File: src/rtl/ahb_lite_cmd_master.sv
// rtl/ahb_lite_cmd_master.sv - AHB-Lite single-word initiator fed from a command FIFO
// Pipelined address/data phases, wait-state and two-cycle ERROR handling, one response per command.
package ahb_lite_pkg;
   typedef enum logic [1:0] {
      HTRANS_IDLE   = 2'b00,
      HTRANS_BUSY   = 2'b01,
      HTRANS_NONSEQ = 2'b10,
      HTRANS_SEQ    = 2'b11
   } ahb_htrans_enum;

   typedef enum logic [2:0] {
      HBURST_SINGLE = 3'b000,
      HBURST_INCR   = 3'b001
   } ahb_hburst_enum;

   typedef enum logic [2:0] {
      HSIZE_BYTE = 3'b000,
      HSIZE_HALF = 3'b001,
      HSIZE_WORD = 3'b010
   } ahb_hsize_enum;

   typedef enum logic {
      HRESP_OKAY  = 1'b0,
      HRESP_ERROR = 1'b1
   } ahb_hresp_enum;
endpackage

module ahb_lite_cmd_master
   import ahb_lite_pkg::*;
#(
   parameter int CMD_DEPTH = 4
) (
   input  logic           hclk,
   input  logic           hreset,
   input  logic           cmd_valid,
   output logic           cmd_ready,
   input  logic           cmd_write,
   input  logic [31:0]    cmd_addr,
   input  logic [31:0]    cmd_wdata,
   output logic           rsp_valid,
   output logic           rsp_write,
   output logic [31:0]    rsp_rdata,
   output logic           rsp_err,
   output logic           busy,
   output logic [31:0]    haddr,
   output logic           hwrite,
   output ahb_htrans_enum htrans,
   output ahb_hburst_enum hburst,
   output ahb_hsize_enum  hsize,
   output logic [3:0]     hprot,
   output logic           hsel,
   output logic [31:0]    hwdata,
   input  logic [31:0]    hrdata,
   input  logic           hready,
   input  ahb_hresp_enum  hresp
);
   localparam int PTR_W = $clog2(CMD_DEPTH);
   localparam int CNT_W = PTR_W + 1;

   typedef struct packed {
      logic        write;
      logic [31:0] addr;
      logic [31:0] wdata;
   } cmd_t;

   typedef enum logic [1:0] {
      ST_IDLE   = 2'b00,
      ST_ACTIVE = 2'b01,
      ST_ERR    = 2'b10
   } state_t;

   state_t           state;
   state_t           state_nxt;
   cmd_t             fifo_mem [CMD_DEPTH];
   logic [PTR_W-1:0] wr_ptr;
   logic [PTR_W-1:0] rd_ptr;
   logic [CNT_W-1:0] count;
   logic             push;
   logic             pop;
   logic             fifo_empty;
   logic             err_first;
   logic             done;
   cmd_t             ap;
   logic             dp_valid;
   logic             dp_write;
   logic [31:0]      dp_wdata;

   assign fifo_empty = (count == '0);
   assign cmd_ready  = (count != CNT_W'(CMD_DEPTH));
   assign push       = cmd_valid && cmd_ready;
   // First ERROR cycle: the slave has not yet accepted the pending address phase, so it can be withdrawn.
   assign err_first  = dp_valid && !hready && (hresp == HRESP_ERROR);
   assign done       = dp_valid && hready;

   assign haddr  = ap.addr;
   assign hwrite = ap.write;
   assign hwdata = dp_wdata;
   assign hburst = HBURST_SINGLE;
   assign hsize  = HSIZE_WORD;
   assign hprot  = 4'b0011;
   assign hsel   = (htrans == HTRANS_NONSEQ);
   assign busy   = !fifo_empty || (state != ST_IDLE) || dp_valid;

   always_ff @(posedge hclk) begin
      if (hreset) state <= ST_IDLE;
      else        state <= state_nxt;
   end

   always_comb begin
      state_nxt = state;
      pop       = 1'b0;
      htrans    = HTRANS_IDLE;
      case (state)
         ST_IDLE: begin
            if (hready && !fifo_empty) begin
               state_nxt = ST_ACTIVE;
               pop       = 1'b1;
            end
         end
         ST_ACTIVE: begin
            if (err_first) begin
               state_nxt = ST_ERR;
            end else begin
               htrans = HTRANS_NONSEQ;
               if (hready) begin
                  if (!fifo_empty) pop = 1'b1;
                  else             state_nxt = ST_IDLE;
               end
            end
         end
         ST_ERR: begin
            if (hready) state_nxt = ST_ACTIVE;
         end
         default: state_nxt = ST_IDLE;
      endcase
   end

   always_ff @(posedge hclk) begin
      if (push) fifo_mem[wr_ptr] <= '{write: cmd_write, addr: cmd_addr & 32'hFFFF_FFFC, wdata: cmd_wdata};
   end

   always_ff @(posedge hclk) begin
      if (hreset) begin
         wr_ptr    <= '0;
         rd_ptr    <= '0;
         count     <= '0;
         ap        <= '0;
         dp_valid  <= 1'b0;
         dp_write  <= 1'b0;
         dp_wdata  <= '0;
         rsp_valid <= 1'b0;
         rsp_write <= 1'b0;
         rsp_err   <= 1'b0;
         rsp_rdata <= '0;
      end else begin
         if (push) wr_ptr <= wr_ptr + PTR_W'(1);
         if (pop) begin
            ap     <= fifo_mem[rd_ptr];
            rd_ptr <= rd_ptr + PTR_W'(1);
         end
         case ({push, pop})
            2'b10:   count <= count + CNT_W'(1);
            2'b01:   count <= count - CNT_W'(1);
            default: count <= count;
         endcase
         if (hready) begin
            dp_valid <= (state == ST_ACTIVE);
            if (state == ST_ACTIVE) begin
               dp_write <= ap.write;
               dp_wdata <= ap.wdata;
            end
         end
         rsp_valid <= done;
         rsp_write <= done && dp_write;
         rsp_err   <= done && (hresp == HRESP_ERROR);
         rsp_rdata <= (done && !dp_write && (hresp == HRESP_OKAY)) ? hrdata : '0;
      end
   end
endmodule
File: config.mk
export PLATFORM = sky130hd
export DESIGN_NAME = ahb_lite_cmd_master
export DESIGN_NICKNAME = d
export VERILOG_FILES = /design/src/rtl/ahb_lite_cmd_master.sv
export SDC_FILE = /design/constraint.sdc
export NUM_CORES = 1
export LEC_CHECK = 0
export ABC_AREA = 1
export CAP_MARGIN = 40
export CELL_PAD_IN_SITES_DETAIL_PLACEMENT = 1
export CELL_PAD_IN_SITES_GLOBAL_PLACEMENT = 1
export CORE_MARGIN = 8
export CORE_UTILIZATION = 39
export CTS_CLUSTER_SIZE = 8
export DETAILED_ROUTE_END_ITERATION = 6
export GPL_TIMING_DRIVEN = 0
export PLACE_DENSITY_LB_ADDON = 0.08
export SLEW_MARGIN = 20
export SYNTH_ARGS = -nofsm -noshare
export SYNTH_HDL_FRONTEND = slang
export SYNTH_SLANG_ARGS = --single-unit
File: constraint.sdc
create_clock -name hclk -period 4.05 [get_ports hclk]
set_clock_uncertainty 0.2 [all_clocks]
set_input_delay 0.81 -clock hclk [delete_from_list [all_inputs] [get_ports hclk]]
set_output_delay 0.81 -clock hclk [all_outputs]
set_load 0.02 [all_outputs]
==> summary.md <==
| Metric | Value |
|---|---|
| Antenna viol nets, final | 0 |
| Vias per cell | 4.91 |
| Drt pass-1 iters | 5 |
| Die area | 44400 um^2 |
| Max_cap viols | 0 |
| Slew Viols, Final | 0 |
| R2R Path End | count[2] |
| Flops & latches, synth | 393 |
| CP Data Arrival Time | 2.45 ns |
| DIE HEIGHT | 211 um |
| Worst setup endpoint | htrans[1] |
| GRT overflow | 0 |
| Top cells by count, synth | nor2_1 (268), edfxtp_1 (252), dfxtp_1 (141) |
| Placed instance count | 2003 |
| Row count | 71 |
| Startpoint Class | input pin |
| Worst reg2reg startpoint | count[0] |
| Endpoints failing hold | 0 |
| Core ar. | 37500 um^2 |
| Post-synth top flop | edfxtp_1 |
| Drt wl/cell | 20.1 um |
| DR vias | 10.3k |
| Post-synth cell types | 30 |
| Post-synthesis sequential area ratio | 70.2% |
| Part of the cycle the worst path needs | 85.5% |
| Critical Path RT | 3.04 ns |
| H-tree Lvls | 2 |
| Achievable Freq | 0.289 GHz |
| Cell taking the most area after synthesis | edfxtp_1 |
| CP bufs+invs | 4 |
| Vias in the first global route | 11.1k |
| Slew margin rel. | 53.1% |
| First-pass GRT wire length | 64600 um |
| Most frequent cell after synthesis | nor2_1 |
| RSZ-0062 raised after global routing | false |
| DP Wirelength | 28600 um |
| Avg Cell Area, Syn | 11.7 um^2 |
| Asr flop ratio synth | 0% |
| Status | finished, final reports clean |
| Tmin final | 3.46 ns |
| I/O pin count | 217 |
| Total CTS buffers | 55 |
| Filler cells | 3990 |
| Starting Density | 39.5% |
| Area delta synth->final | 30.8% |
| Post-CTS Setup Inserts | 0 |
| Placer's final routability congestion estimate | 0.747 |
| Final setup fails | 0 |
| CTS clock-pin slew for the worst setup and hold paths | 0.05 ns |
| Initial antenna violation count | 4 |
| CP dominant cell by count | clkdlybuf4s50_1 |
| CP startpoint | hresp |
| Mapped Area | 14800 um^2 |
| Worst-path cell chain | clkdlybuf4s50_1 > nand3_1 > nand2_1 > inv_1 > buf_4 > clkdlybuf4s50_1 |
| Clk sinks | 393 |
| Die W | 211 um |
| Critical Path Max Stage Delay | 0.59 ns |
| R2R Setup Slk | 1.56 ns |
| DRC viols | 0 |
| Number of synthesized flops with an enable pin | 252 |
| LEAKAGE | 0.00695 uW |
| DRT iter0 DRCs | 438 |
| Yosys top cell area share | 51.1% |
| Root buf cell | clkbuf_16 |
| CTS tree | built |
| Worst path depth | 6 |
| Hold Path Class | flop to flop |
| Worst VDD drop | 0.349 mV |
| Max Fanout on Critical Path | 4 |
| Least-Margin Pin Slew | 0.704 ns |
| Clock tree buffer depth | 3 |
| Total GRT Usage | 18.9% |
| YS warnings | 0 |
| Pwr Density | 644 nW/um^2 |
| PostCTS Resize Cnt | 0 |
| Largest net degree at the start of global routing | 22 |
| Port bufs | 199 |
| Share of post-route cells with drive strength above 1 | 13.9% |
| Crit Path Class | input pin to primary output |
| Cells after Synth | 1270 |
| Final std cells w/o fill | 2104 |
| Worst reg2reg path depth | 10 |
| Hold_buf cts | 0 |
| Synth area leaders | edfxtp_1 (51%), dfxtp_1 (19%), nor2_1 (6.8%) |
| Skew-Pair Late Insertion Delay | 0.58 ns |
| WHS | 0.263 ns |
| Critical Path Slowest Stage Cell | clkdlybuf4s50_1 |
| Wirelength, routed | 42300 um |
| Nets | 1657 |
| Top delay family on crit path | buffers and inverters |
| Critical path endpoint category | primary output |
[final cells by class]
type                            instances  area [um^2]  share of cell area [%]
Sequential cell                       393        10400                    53.7
Multi-Input combinational cell        710         3400                    17.6
Timing Repair Buffer                  211         2280                    11.8
Clock buffer                           96         1530                    7.91
Buffer                                123          872                    4.51
Tap cell                              511          639                    3.30
Inverter                               55          211                    1.09
Clock inverter                          4         32.5                   0.168
Antenna cell                            1         2.50                  0.0129
[kinds of logic after synthesis]
group	share of synthesized area (%)
flip-flops	70.2
AND/OR/NAND/NOR	11.0
AO/OA/AOI/OAI	10.9
buffers and inverters	7.32
adder cells (fa/ha/maj)	0.558
other	0.0507
[how the worst min path moves through the flow]
stage | start | to | slack [ns] | cells past startpoint
after detailed placement | hwdata[18] | hwdata[18] | 0.26 | 2
after global routing | hwdata[13] | hwdata[13] | 0.27 | 2
final | hwdata[3] | hwdata[3] | 0.26 | 2
after CTS | hwdata[3] | hwdata[3] | 0.27 | 2
after global placement | hwdata[31] | hwdata[31] | 0.25 | 2
after floorplan | dp_write | rsp_write | 0.25 | 2
[through the flow]
| stage | utilization, % | total power [uW] | TNS (ns) | cell area, um^2 | setup slack, ns |
|---|---|---|---|---|---|
| after detailed placement | 47.5 | 8380 | 0 | 17800 | 0.618 |
| after floorplan | - | 7060 | -65.53 | 14800 | -0.260 |
| after global routing | 51.6 | 13100 | 0 | 19400 | 0.473 |
| final | 51.6 | 12500 | 0 | 19400 | 0.587 |
| after CTS | 51.6 | 12600 | 0 | 19400 | 0.568 |
| after global placement | 46.6 | 8290 | -854.43 | 17500 | -3.50 |
[cells in the final DEF (no fill, tap or decap), types with 6 or more instances in the layout]
cell type        instances
buf_6                   10
nand2_1                 45
inv_1                   48
o22ai_1                 63
nor2_2                  32
conb_1                  13
buf_16                   6
clkbuf_1                64
o21ai_0                128
nor2_1                 264
a21oi_1                 44
buf_4                   54
o21ai_1                 65
clkbuf_16               55
clkdlybuf4s50_1        199
edfxtp_1               252
buf_12                  12
dfxtp_1                141
nand3_1                 34
buf_2                   23
[per-layer routing]
metal  vias to the layer above  part of all wire, %  routed length, um  GRT usage (%)
met2                       240                   49              20500           32.5
met4                         6                  2.4               1020           6.18
li1                       4924                    -                  -              -
met3                        69                  4.6               1960           3.92
met1                      5091                   44              18800           23.4
met5                         -                0.097                 41              0
[report_power, final]
part / switching (uW) / internal [uW]
registers: 229 / 4820
logic: 1930 / 1290
clock network: 1660 / 2530
total: 3820 / 8640
[flip-flops by register name, summed over array words and instances (netlist names)]
name and flops:
fifo_mem 252, state 2, dp_valid 1, rsp_err 1
hwdata 32, rd_ptr 2, count 3, rsp_write 1
wr_ptr 2, hwrite 1, rsp_rdata 32, ap 32
haddr 30, dp_write 1, rsp_valid 1
[worst min-delay path, cell delays in order, from the launching register on]
cell and delay, ns:
dfxtp_1 0.30, nand2_1 0.06, a21oi_1 0.05
Power figures use the tool's default switching activity.
